$ cat src/rtl/tlb_refill_walker.sv
// Single-level page-table walker: turns a User-mode TLB miss into one PTE read,
// then either fills the TLB or reports a walk fault (invalid PTE or timeout).

`ifndef THR_PER_CORE_WIDTH
`define THR_PER_CORE_WIDTH 2
`endif

package tlb_refill_walker_pkg;
    localparam int VIRT_ADDR_W = 32;
    localparam int PHY_ADDR_W  = 20;

    typedef struct packed {
        logic [VIRT_ADDR_W-1:0] virt_addr;
        logic [PHY_ADDR_W-1:0]  phy_addr;
    } tlb_req_info_t;
endpackage

// state    | meaning
// IDLE     | miss_ready=1, waiting for a TLB miss
// REQ      | PTE read request held until the arbiter accepts it
// WAIT_RSP | waiting for PTE data, timeout counter running
// FILL     | one-cycle new_tlb_entry pulse
// FAULT    | one-cycle walk_fault pulse
module tlb_refill_walker
    import tlb_refill_walker_pkg::*;
#(
    parameter int VA_WIDTH         = VIRT_ADDR_W,
    parameter int PA_WIDTH         = PHY_ADDR_W,
    parameter int PAGE_OFFSET_BITS = 12,
    parameter int PTE_BYTES        = 4,
    parameter int TIMEOUT_CYCLES   = 255
) (
    input  logic                           clock,
    input  logic                           reset,
    input  logic                           miss_valid,
    output logic                           miss_ready,
    input  logic [`THR_PER_CORE_WIDTH-1:0] miss_thread_id,
    input  logic [VA_WIDTH-1:0]            miss_virt_addr,
    input  logic [PA_WIDTH-1:0]            pt_base,
    output logic                           mem_req_valid,
    input  logic                           mem_req_ready,
    output logic [PA_WIDTH-1:0]            mem_req_addr,
    input  logic                           mem_rsp_valid,
    input  logic [31:0]                    mem_rsp_data,
    output logic                           new_tlb_entry,
    output logic [`THR_PER_CORE_WIDTH-1:0] new_tlb_thread_id,
    output tlb_req_info_t                  new_tlb_info,
    output logic                           walk_fault,
    output logic [`THR_PER_CORE_WIDTH-1:0] fault_thread_id
);

    localparam int PTE_SHIFT   = $clog2(PTE_BYTES);
    localparam int CNT_W       = $clog2(TIMEOUT_CYCLES + 1);
    localparam int PPN_W       = PA_WIDTH - PAGE_OFFSET_BITS;
    localparam int PTE_PPN_LSB = 12;

    typedef enum logic [2:0] {IDLE, REQ, WAIT_RSP, FILL, FAULT} state_t;

    state_t                           state_q;
    logic                             miss_ready_q;
    logic                             req_valid_q;
    logic [PA_WIDTH-1:0]              req_addr_q;
    logic [VA_WIDTH-1:0]              va_q;
    logic [`THR_PER_CORE_WIDTH-1:0]   thr_q;
    logic [CNT_W-1:0]                 cnt_q;
    logic                             pte_write_q;
    logic                             new_entry_q;
    logic [`THR_PER_CORE_WIDTH-1:0]   new_thr_q;
    tlb_req_info_t                    new_info_q;
    logic                             fault_q;
    logic [`THR_PER_CORE_WIDTH-1:0]   fault_thr_q;

    logic [VA_WIDTH-1:0]              vpn_scaled;
    logic [PA_WIDTH-1:0]              pte_addr_d;

    // VPN*PTE_BYTES as a shift; the add wraps silently at PA_WIDTH.
    assign vpn_scaled = (miss_virt_addr >> PAGE_OFFSET_BITS) << PTE_SHIFT;
    assign pte_addr_d = pt_base + vpn_scaled[PA_WIDTH-1:0];

    always_ff @(posedge clock) begin
        if (reset) begin
            state_q      <= IDLE;
            miss_ready_q <= 1'b1;
            req_valid_q  <= 1'b0;
            req_addr_q   <= '0;
            va_q         <= '0;
            thr_q        <= '0;
            cnt_q        <= '0;
            pte_write_q  <= 1'b0;
            new_entry_q  <= 1'b0;
            new_thr_q    <= '0;
            new_info_q   <= '0;
            fault_q      <= 1'b0;
            fault_thr_q  <= '0;
        end else begin
            new_entry_q <= 1'b0;
            fault_q     <= 1'b0;
            case (state_q)
                IDLE: begin
                    if (miss_valid) begin
                        va_q         <= miss_virt_addr;
                        thr_q        <= miss_thread_id;
                        req_addr_q   <= pte_addr_d;
                        req_valid_q  <= 1'b1;
                        miss_ready_q <= 1'b0;
                        state_q      <= REQ;
                    end
                end
                REQ: begin
                    if (mem_req_ready) begin
                        req_valid_q <= 1'b0;
                        cnt_q       <= '0;
                        state_q     <= WAIT_RSP;
                    end
                end
                WAIT_RSP: begin
                    // A response on the limit cycle takes priority over the timeout.
                    if (mem_rsp_valid) begin
                        pte_write_q <= mem_rsp_data[1];
                        if (mem_rsp_data[0]) begin
                            new_info_q.virt_addr <= va_q;
                            new_info_q.phy_addr  <= {mem_rsp_data[PTE_PPN_LSB +: PPN_W],
                                                     va_q[PAGE_OFFSET_BITS-1:0]};
                            new_thr_q            <= thr_q;
                            new_entry_q          <= 1'b1;
                            state_q              <= FILL;
                        end else begin
                            fault_thr_q <= thr_q;
                            fault_q     <= 1'b1;
                            state_q     <= FAULT;
                        end
                    end else if (cnt_q == CNT_W'(TIMEOUT_CYCLES)) begin
                        fault_thr_q <= thr_q;
                        fault_q     <= 1'b1;
                        state_q     <= FAULT;
                    end else begin
                        cnt_q <= cnt_q + 1'b1;
                    end
                end
                FILL, FAULT: begin
                    miss_ready_q <= 1'b1;
                    state_q      <= IDLE;
                end
                default: state_q <= IDLE;
            endcase
        end
    end

    assign miss_ready        = miss_ready_q;
    assign mem_req_valid     = req_valid_q;
    assign mem_req_addr      = req_addr_q;
    assign new_tlb_entry     = new_entry_q;
    assign new_tlb_thread_id = new_thr_q;
    assign new_tlb_info      = new_info_q;
    assign walk_fault        = fault_q;
    assign fault_thread_id   = fault_thr_q;

    // PTE write bit is kept only as a debug probe; the TLB forces writePriv.
    logic unused_ok;
    assign unused_ok = ^{mem_rsp_data[31:PTE_PPN_LSB+PPN_W], mem_rsp_data[PTE_PPN_LSB-1:2],
                         vpn_scaled[VA_WIDTH-1:PA_WIDTH], pte_write_q};

endmodule

$ cat config.mk
export PLATFORM = sky130hd
export DESIGN_NAME = tlb_refill_walker
export DESIGN_NICKNAME = d
export VERILOG_FILES = /design/src/rtl/tlb_refill_walker.sv
export SDC_FILE = /design/constraint.sdc
export NUM_CORES = 1
export LEC_CHECK = 0
export BUFFER_PORTS_ARGS = -buffer_cell sky130_fd_sc_hd__buf_2
export CAP_MARGIN = 20
export CORE_MARGIN = 2
export CORE_UTILIZATION = 36
export CTS_CLUSTER_DIAMETER = 30
export DETAILED_ROUTE_END_ITERATION = 8
export HOLD_SLACK_MARGIN = 0.08
export PLACE_DENSITY_LB_ADDON = 0.12
export RECOVER_POWER = 50
export SLEW_MARGIN = 20
export SYNTH_ARGS = -nofsm -noshare
export SYNTH_HDL_FRONTEND = slang
export SYNTH_SLANG_ARGS = --single-unit
$ cat constraint.sdc
create_clock -name clock -period 2.5 [get_ports clock]
set_clock_uncertainty 0.1 [all_clocks]
set_input_delay 0.375 -clock clock [delete_from_list [all_inputs] [get_ports clock]]
set_output_delay 0.375 -clock clock [all_outputs]
set_load 0.02 [all_outputs]
# Word level (Yosys, flattened, before mapping)
# Cells that the tools add are included.
[totals] register_bits=125 output_inout_bits=80 wordCells=65
[classes] addsub=2 n_eq_ne=11 mux=22 n_bitwise=2 reduce_logical=15
[op_table] operator="8-bit 2-to-1 mux" n=3
[op_table] operator="20-bit adder" n=1
[op_table] operator="8-bit one-hot mux with 2 select lines" n=1
[op_table] operator="3-bit 2-to-1 mux" n=5
[op_table] operator="3-bit AND reduction" n=4
[op_table] operator="2-bit inequality test, second input constant" n=5
[op_table] operator="3-bit one-hot mux with 3 select lines" n=1
[op_table] operator="8-bit by 1-bit adder with 8-bit output, second input constant" n=1
[op_table] operator="8-bit equality test, second input constant" n=1
[op_table] operator="2-bit nonzero test" n=4
[op_table] operator="1-bit 2-to-1 mux" n=7
[op_table] operator="3-bit by 2-bit equality test with 1-bit output, second input constant" n=2
[op_table] operator="2-bit 2-to-1 mux" n=3
[op_table] operator="1-bit one-hot mux with 2 select lines" n=2
[op_table] operator="2-bit AND reduction" n=2
[op_table] operator="4-bit AND reduction" n=1
[op_table] operator="2-bit OR reduction" n=2
[op_table] operator="3-bit by 1-bit equality test with 1-bit output, second input constant" n=1
[op_table] operator="3-bit equality test, second input constant" n=1
[op_table] operator="3-bit logical NOT" n=1
[op_table] operator="3-bit inequality test, second input constant" n=1
[op_table] operator="3-bit OR reduction" n=1
[op_table] operator="1-bit inverter" n=2

# Logic depth before layout (Yosys ltp)
# Gate-level depths: netlist (run 1).
[logic_depth] depth_word=4 ltp_mapped=10

# Worst setup path before layout (run 1)
# Ideal clock, no wire load.
[synth_timing] path_type="in2reg" start="input port miss_virt_addr[12]" end="register req_addr_q[14] (netlist: mem_req_addr[14])" arrival_ns=1.992 path_slack_ns=0.289 cell_stages=10 n_path_buf=0 cell_sequence="ha_1 > inv_1 > fa_1 > nor2b_1 > o2111ai_1 > a21oi_1 > nor2_1 > o21bai_1 > nor4b_1 > a211o_1"
[synth_via] elab_chain_cells=1
[synth_rtl] element="start, declared" line="38" source="input logic [VA_WIDTH-1:0] miss_virt_addr,"
[synth_rtl] element="20-bit adder" line="78" source="assign pte_addr_d = pt_base + vpn_scaled[PA_WIDTH-1:0];"
[synth_rtl] element="end signal, assigned" line="103" source="req_addr_q <= pte_addr_d;"
[synth_rtl] element="end, declared" line="62" source="logic [PA_WIDTH-1:0] req_addr_q;"
# No other way between the ends.
# A chain may end at the register's enable or synchronous reset.

# Worst setup path after layout (run 1)
[layout_timing] start="register state_q[0]" end="register req_addr_q[7] (netlist: mem_req_addr[7])"
[layout_via] elab_chain_cells=2
[layout_rtl] element="start, declared" line="59" source="state_t state_q;"
[layout_rtl] element="start signal, assigned" line="82" source="state_q <= IDLE;"
[layout_rtl] element="start signal, assigned" line="106" source="state_q <= REQ;"
[layout_rtl] element="start signal, assigned" line="113" source="state_q <= WAIT_RSP;"
[layout_rtl] element="3-bit logical NOT" line="98" source="case (state_q)"
[layout_rtl] element="2-bit AND reduction (no line)"
# No other way between the ends.

==> summary.txt, run 1 <==
Outcome = finished, final reports clean
Final setup viols = 0
FP Rows = 42
Die X = 121.2 um
Avg Synthesized Cell Area = 8.139 um2
Critical path class = reg2reg
Synth Flop Type = dfxtp_1
First-pass GRT wire length = 20.54 mm
DR pass1 iterations = 5
Worst hold slack = 0.1012 ns
Die height = 121.2 um
Total track usage = 17.96%
Class of the worst hold path = in2reg
Antenna violations before repair = 0
Hold Buf Count CTS = 3
Hold Vio Cnt, Final = 0
Grt total ovfl = 0
CP Capture Type = flop
Mapped Nets = 718
Routed length per instance = 13.86 um
Lkg Pwr = 2.487 nW
Vias per inst = 4.854
Post-cts gate resize count = 0
Deepest clock path buffer count = 2
CTS Sinks = 113
WP data arrival = 2.43 ns
I/O pins = 171
Final antenna-violating net count = 0
Sequential area share after synthesis = 45.71%
Share of the synthesized area in the top cell type = 45.71%
Yosys warns = 0
GP Congestion = 0.7977
Initial drt markers = 255
Layout Cells excl Fill = 932
Nets = 853
IO buf count = 147
DRC Markers = 0
Synth cell types = 57
Synth async-reset ratio = 0%
Max-cap viol count = 0
Fin crit share = 87.47%
CTS H-tree lvls = 4
Max Freq = 0.4573 GHz
Post-synth EDFFs = 0
Place WS = -0.07700 ns
Final WS setup = 0.3133 ns
Cell count after synthesis = 608
Initial core utilization = 37.07%
Cells after DPL = 897
Slew HR = 45.69%
Core footprint = 13350 um2
Fin crit period = 2.187 ns
Post-synthesis register bit count = 113
Worst VDD drop = 0.5386 mV
Largest area contributor in the netlist = dfxtp_1
Root buffer cell = clkbuf_16
Synthesized area = 4948 um2
Pin count of the biggest net entering global routing = 72
Critical Path RT = 2.74 ns
Vias in the first global route = 4226
Clock Pin Slew Worst Setup and Hold Paths = 0.06 ns
Vias after detailed routing = 4524
Slew @ Worst Pin = 0.8124 ns
Area Growth Syn to Fin = 26.98%
Critical Path Start Type = flop
CTS tree = done
Count of final max-slew check failures = 0
Routed WL = 12.92 mm
Share of cells above drive strength 1 = 15.87%
Diodes inserted = 0
Final HPWL DP = 8.868 mm
Post CTS Setup Buffer Count = 0
Cell Pwr Density = 752.9 nW/um2
RSZ-0062 raised after global routing = false
Fin util = 47.08%
Leading cell types by total area after synthesis = dfxtp_1, nand2_1, a21oi_1, ha_1, buf_4
Clock Latency Late Sink = 0.41 ns
Die footprint = 14700 um2
Setup TNS = 0 ns
TritonCTS buffer count = 17
CP Max Fanout = 19
-- synthesized netlist by cell type, types with 2 or more instances --
cell type  count
a211o_1        2
a211oi_1       2
a21o_1        11
a21oi_1       97
a31oi_1        4
and3_1         7
buf_1          4
buf_2          7
buf_4         13
buf_6          2
clkbuf_1      21
dfxtp_1      113
ha_1          18
inv_1          6
mux2i_1        2
nand2_1      178
nand2b_1       2
nand3_1       13
nand3b_1       5
nand4_1        5
nor2_1        21
nor2b_1        5
nor3_1         6
nor3b_1        6
nor4b_1        2
o211ai_2       2
o21a_1         3
o21ai_0        6
o21ai_1        4
xnor2_1        8
xor2_1         7
-- final cells by class --
class,instances,area (um2)
inverter,6,22.52
fill,1403,7064
multi-input combinational,442,2414
clock inverter,13,106.4
clock buffer,19,442.9
timing repair buffer,163,815.8
tap,176,220.2
sequential,113,2262
-- stage by stage --
stage          cell area [um2]  power, mW
6_report                  6284      4.731
3_5_place_dp              5818      2.592
2_1_floorplan             4949      2.368
5_1_grt                   6284      4.965
4_1_cts                   6397      4.814
3_3_place_gp              5818      2.584
-- kinds of logic (layout without fill, tap and decap cells) --
family / count (synthesis) / after routing / synth area share, %
and+or+nand+nor: 259 / 259 / 23.09
adders and majority gates: 19 / 19 / 4.956
AOI/OAI and AO/OA: 147 / 147 / 17.70
DFF: 113 / 113 / 45.71
muxes: 2 / 2 / 0.4046
xor gates and xnor gates: 15 / 15 / 2.655
buffers and inverters: 53 / 201 / 5.487
-- state kept, by name, indices dropped and copies added, names as in the netlist --
register	count
new_tlb_entry	1
mem_req_valid	1
walk_fault	1
thr_q	2
new_tlb_thread_id	2
miss_ready	1
mem_req_addr	20
fault_thread_id	2
new_tlb_info	40
state_q	3
va_q	32
cnt_q	8
-- cell usage in the layout (no fill, tap or decap), types with 7 or more instances in the layout --
cell       synthesis  layout
nand3_1           13      12
ha_1              18      18
clkbuf_16          0      17
buf_4             13      10
dfxtp_1          113     113
a21oi_1           97      97
nand2_1          178     179
a21o_1            11      11
buf_2              7      66
xnor2_1            8       8
nor2_1            21      21
o21ai_0            6       7
clkbuf_1          21      81
xor2_1             7       7
-- worst paths after layout --
kind	start	end	slack, ns	cells after the start
setup / recovery	state_q[0]	mem_req_addr[7]	0.31	5
setup reg to reg	state_q[0]	mem_req_addr[7]	0.31	5
hold reg to reg	va_q[30]	new_tlb_info[50]	0.35	2
hold / removal	mem_rsp_data[18]	new_tlb_info[18]	0.10	3
-- worst max-delay path, cell delays in order, from the launching register on --
cell and delay, ns:
dfxtp_1 0.38, nor2_1 0.20, nand3_1 0.60, buf_4 0.45, o31a_1 0.30, nor2_1 0.08
-- layer usage --
| layer | part of all wire (%) | vias up | GRT usage, % | routed length (um) |
|---|---|---|---|---|
| met5 | 0 | - | 0 | 0 |
| li1 | - | 2331 | - | - |
| met4 | 0.74 | 0 | 6.394 | 96 |
| met2 | 47 | 115 | 28.93 | 6041 |
| met1 | 46 | 2072 | 21.79 | 5976 |
| met3 | 6.2 | 6 | 7.002 | 806 |
-- where the power goes --
| part | leakage, nW | switching, mW | total [mW] | internal [mW] |
|---|---|---|---|---|
| Clock | 0.261 | 0.886 | 2.19 | 1.30 |
| Sequential | 0.919 | 0.0469 | 1.93 | 1.88 |
| Combinational | 1.31 | 0.368 | 0.609 | 0.241 |
Note: power is estimated with default switching activity, not from simulation.
==> run 2: changes to the inputs <==
--- a/config.mk
+++ b/config.mk
@@ -12,2 +12,3 @@
 export CTS_CLUSTER_DIAMETER = 30
+export CTS_CLUSTER_SIZE = 28
 export DETAILED_ROUTE_END_ITERATION = 8
==> constraint.sdc (replaced) <==
create_clock -name clock -period 2.5 [get_ports clock]
set_clock_uncertainty 0.1 [all_clocks]
set_input_delay 0.25 -clock clock [delete_from_list [all_inputs] [get_ports clock]]
set_output_delay 0.25 -clock clock [all_outputs]
set_load 0.02 [all_outputs]
==> summary.txt, run 2 (synthesis gave the netlist of run 1 again) <==
Outcome = finished, final reports clean
Critical Path RT = 2.70 ns (-0.04 ns)
Die height = 121.2 um (unchanged)
Number of flip-flops in the largest register = 40 (unchanged)
Lkg Pwr = 2.665 nW (+7.1%)
WP data arrival = 2.60 ns (+0.17 ns)
Critical Path Start Type = input port
TritonCTS buffer count = 17 (unchanged)
Clock Latency Late Sink = 0.41 ns (about the same)
Class of the worst hold path = in2reg
Slew HR = 43.67% (-2.0 points)
Nets = 893 (+4.7%)
GP Congestion = 0.8225 (+3.1%)
Root buffer cell = clkbuf_16
Final antenna-violating net count = 0 (unchanged)
Share of cells above drive strength 1 = 14.70% (-1.2 points)
RSZ-0062 raised after global routing = false
Hold Vio Cnt, Final = 0 (unchanged)
I/O pins = 171 (unchanged)
Pin count of the biggest net entering global routing = 84 (+17%)
Critical path class = in2reg
Clock Pin Slew Worst Setup and Hold Paths = 0.05 ns (about the same)
Area Growth Syn to Fin = 35.45%
Final setup viols = 0 (unchanged)
Max Freq = 0.4175 GHz (-8.7%)
FP Rows = 42 (unchanged)
First-pass GRT wire length = 21.41 mm (+4.2%)
IO buf count = 147 (unchanged)
Die X = 121.2 um (unchanged)
Core footprint = 13350 um2 (unchanged)
Vias after detailed routing = 4724 (+4.4%)
CTS H-tree lvls = 4 (unchanged)
Most common cell after layout, fill and taps aside = nand2_1
Count of final max-slew check failures = 0 (unchanged)
Routed WL = 13.47 mm (+4.3%)
Vias per inst = 4.860 (+0.12%)
Initial core utilization = 37.07% (unchanged)
# fillers = 1358 (-3.2%)
Initial drt markers = 300 (+18%)
Commonest cells after routing, fill and taps aside = nand2_1, dfxtp_1, a21oi_1
Worst VDD drop = 0.3701 mV (-31%)
Fin crit period = 2.395 ns (+0.2084 ns)
Post CTS Setup Buffer Count = 0 (unchanged)
Final HPWL DP = 8.949 mm (+0.91%)
Grt total ovfl = 0 (unchanged)
CTS tree = done
Diodes inserted = 0 (unchanged)
Deepest clock path buffer count = 2 (unchanged)
Fin crit share = 95.80% (+8.3 points)
CTS Sinks = 113 (unchanged)
Antenna violations before repair = 0 (unchanged)
CP Capture Type = flop
Worst hold slack = 0.1341 ns (+0.03285 ns)
Cell Pwr Density = 737.2 nW/um2 (-2.1%)
DRC Markers = 0 (unchanged)
Routed length per instance = 13.86 um (about the same)
Die footprint = 14700 um2 (unchanged)
Setup TNS = 0 ns (unchanged)
Slew @ Worst Pin = 0.8449 ns (+0.03250 ns)
DR pass1 iterations = 4 (-1)
Total track usage = 18.61% (+0.65 points)
Vias in the first global route = 4535 (+7.3%)
Max-cap viol count = 0 (unchanged)
CP Max Fanout = 3 (-16)
## run 2: cell count changes in the layout (fill, tap and decap cells not counted), moves of 2 or more
cell | before | now
buf_12 | 4 | 1
bufinv_16 | 0 | 2
clkbuf_1 | 81 | 83
clkbuf_8 | 1 | 3
clkinv_2 | 1 | 5
clkinv_4 | 6 | 1
dlygate4sd3_1 | 3 | 46
inv_6 | 3 | 0
## run 2: critical path: stages
cell and delay [ns]:
dlygate4sd3_1 0.53, buf_2 0.13, inv_1 0.06, fa_1 0.42, nor2b_1 0.16, o2111ai_1 0.19, a21oi_2 0.20, nor2_1 0.09
o21ai_1 0.20, nor4b_1 0.08, a211o_1 0.29
## run 2: metal layers
metal	up-vias	share of wire (%)	GRT usage, %
met5	-	0	0
met4	0	1.6	8.046
met3	20	5.8	5.028
met2	126	48	31.53
met1	2159	45	22.08
li1	2419	-	-
## run 2: stage by stage
stage | instance area (um2) | cells | worst slack (ns) | util [%] | power (mW)
3_5_place_dp | 5758 | 894 | 0.06748 | 43.14 | 2.574
5_1_grt | 6703 | 972 | 0.0006739 | 50.22 | 5.168
3_3_place_gp | 5758 | 894 | 0.08981 | 43.14 | 2.566
6_report | 6703 | 972 | 0.1049 | 50.22 | 4.942
2_1_floorplan | 4949 | 608 | 0.4138 | - | 2.368
4_1_cts | 6802 | 972 | 0.04939 | 50.96 | 5.007
## run 2: area by class of cell
| type | instances | area [um2] | area share (%) |
|---|---|---|---|
| clock inverter | 10 | 108.9 | 1.624 |
| tap | 176 | 220.2 | 3.285 |
| sequential | 113 | 2262 | 33.75 |
| multi-input combinational | 442 | 2432 | 36.29 |
| inverter | 6 | 22.52 | 0.3360 |
| timing repair buffer | 203 | 1182 | 17.64 |
| clock buffer | 22 | 474.2 | 7.075 |
## run 2: timing repair
action / CTS / global route
endpoints found under the setup margin: 0 / 3
hold buffers: 46 / 0
endpoints found under the hold margin: 45 / 0
resized for setup: 0 / 3
## run 2: path summary, 6_finish.rpt
kind	from	to	slack, ns	cells past startpoint
worst max-delay path	miss_virt_addr[13]	mem_req_addr[16]	0.10	11
worst min-delay path	miss_valid	miss_ready	0.13	4
worst max register to register	state_q[0]	mem_req_addr[14]	0.26	5
worst min register to register	va_q[27]	new_tlb_info[47]	0.35	2
## run 2: power by group
part,switching [mW],internal (mW)
Sequential,0.0472,1.89
Clock,0.822,1.53
Combinational,0.379,0.272
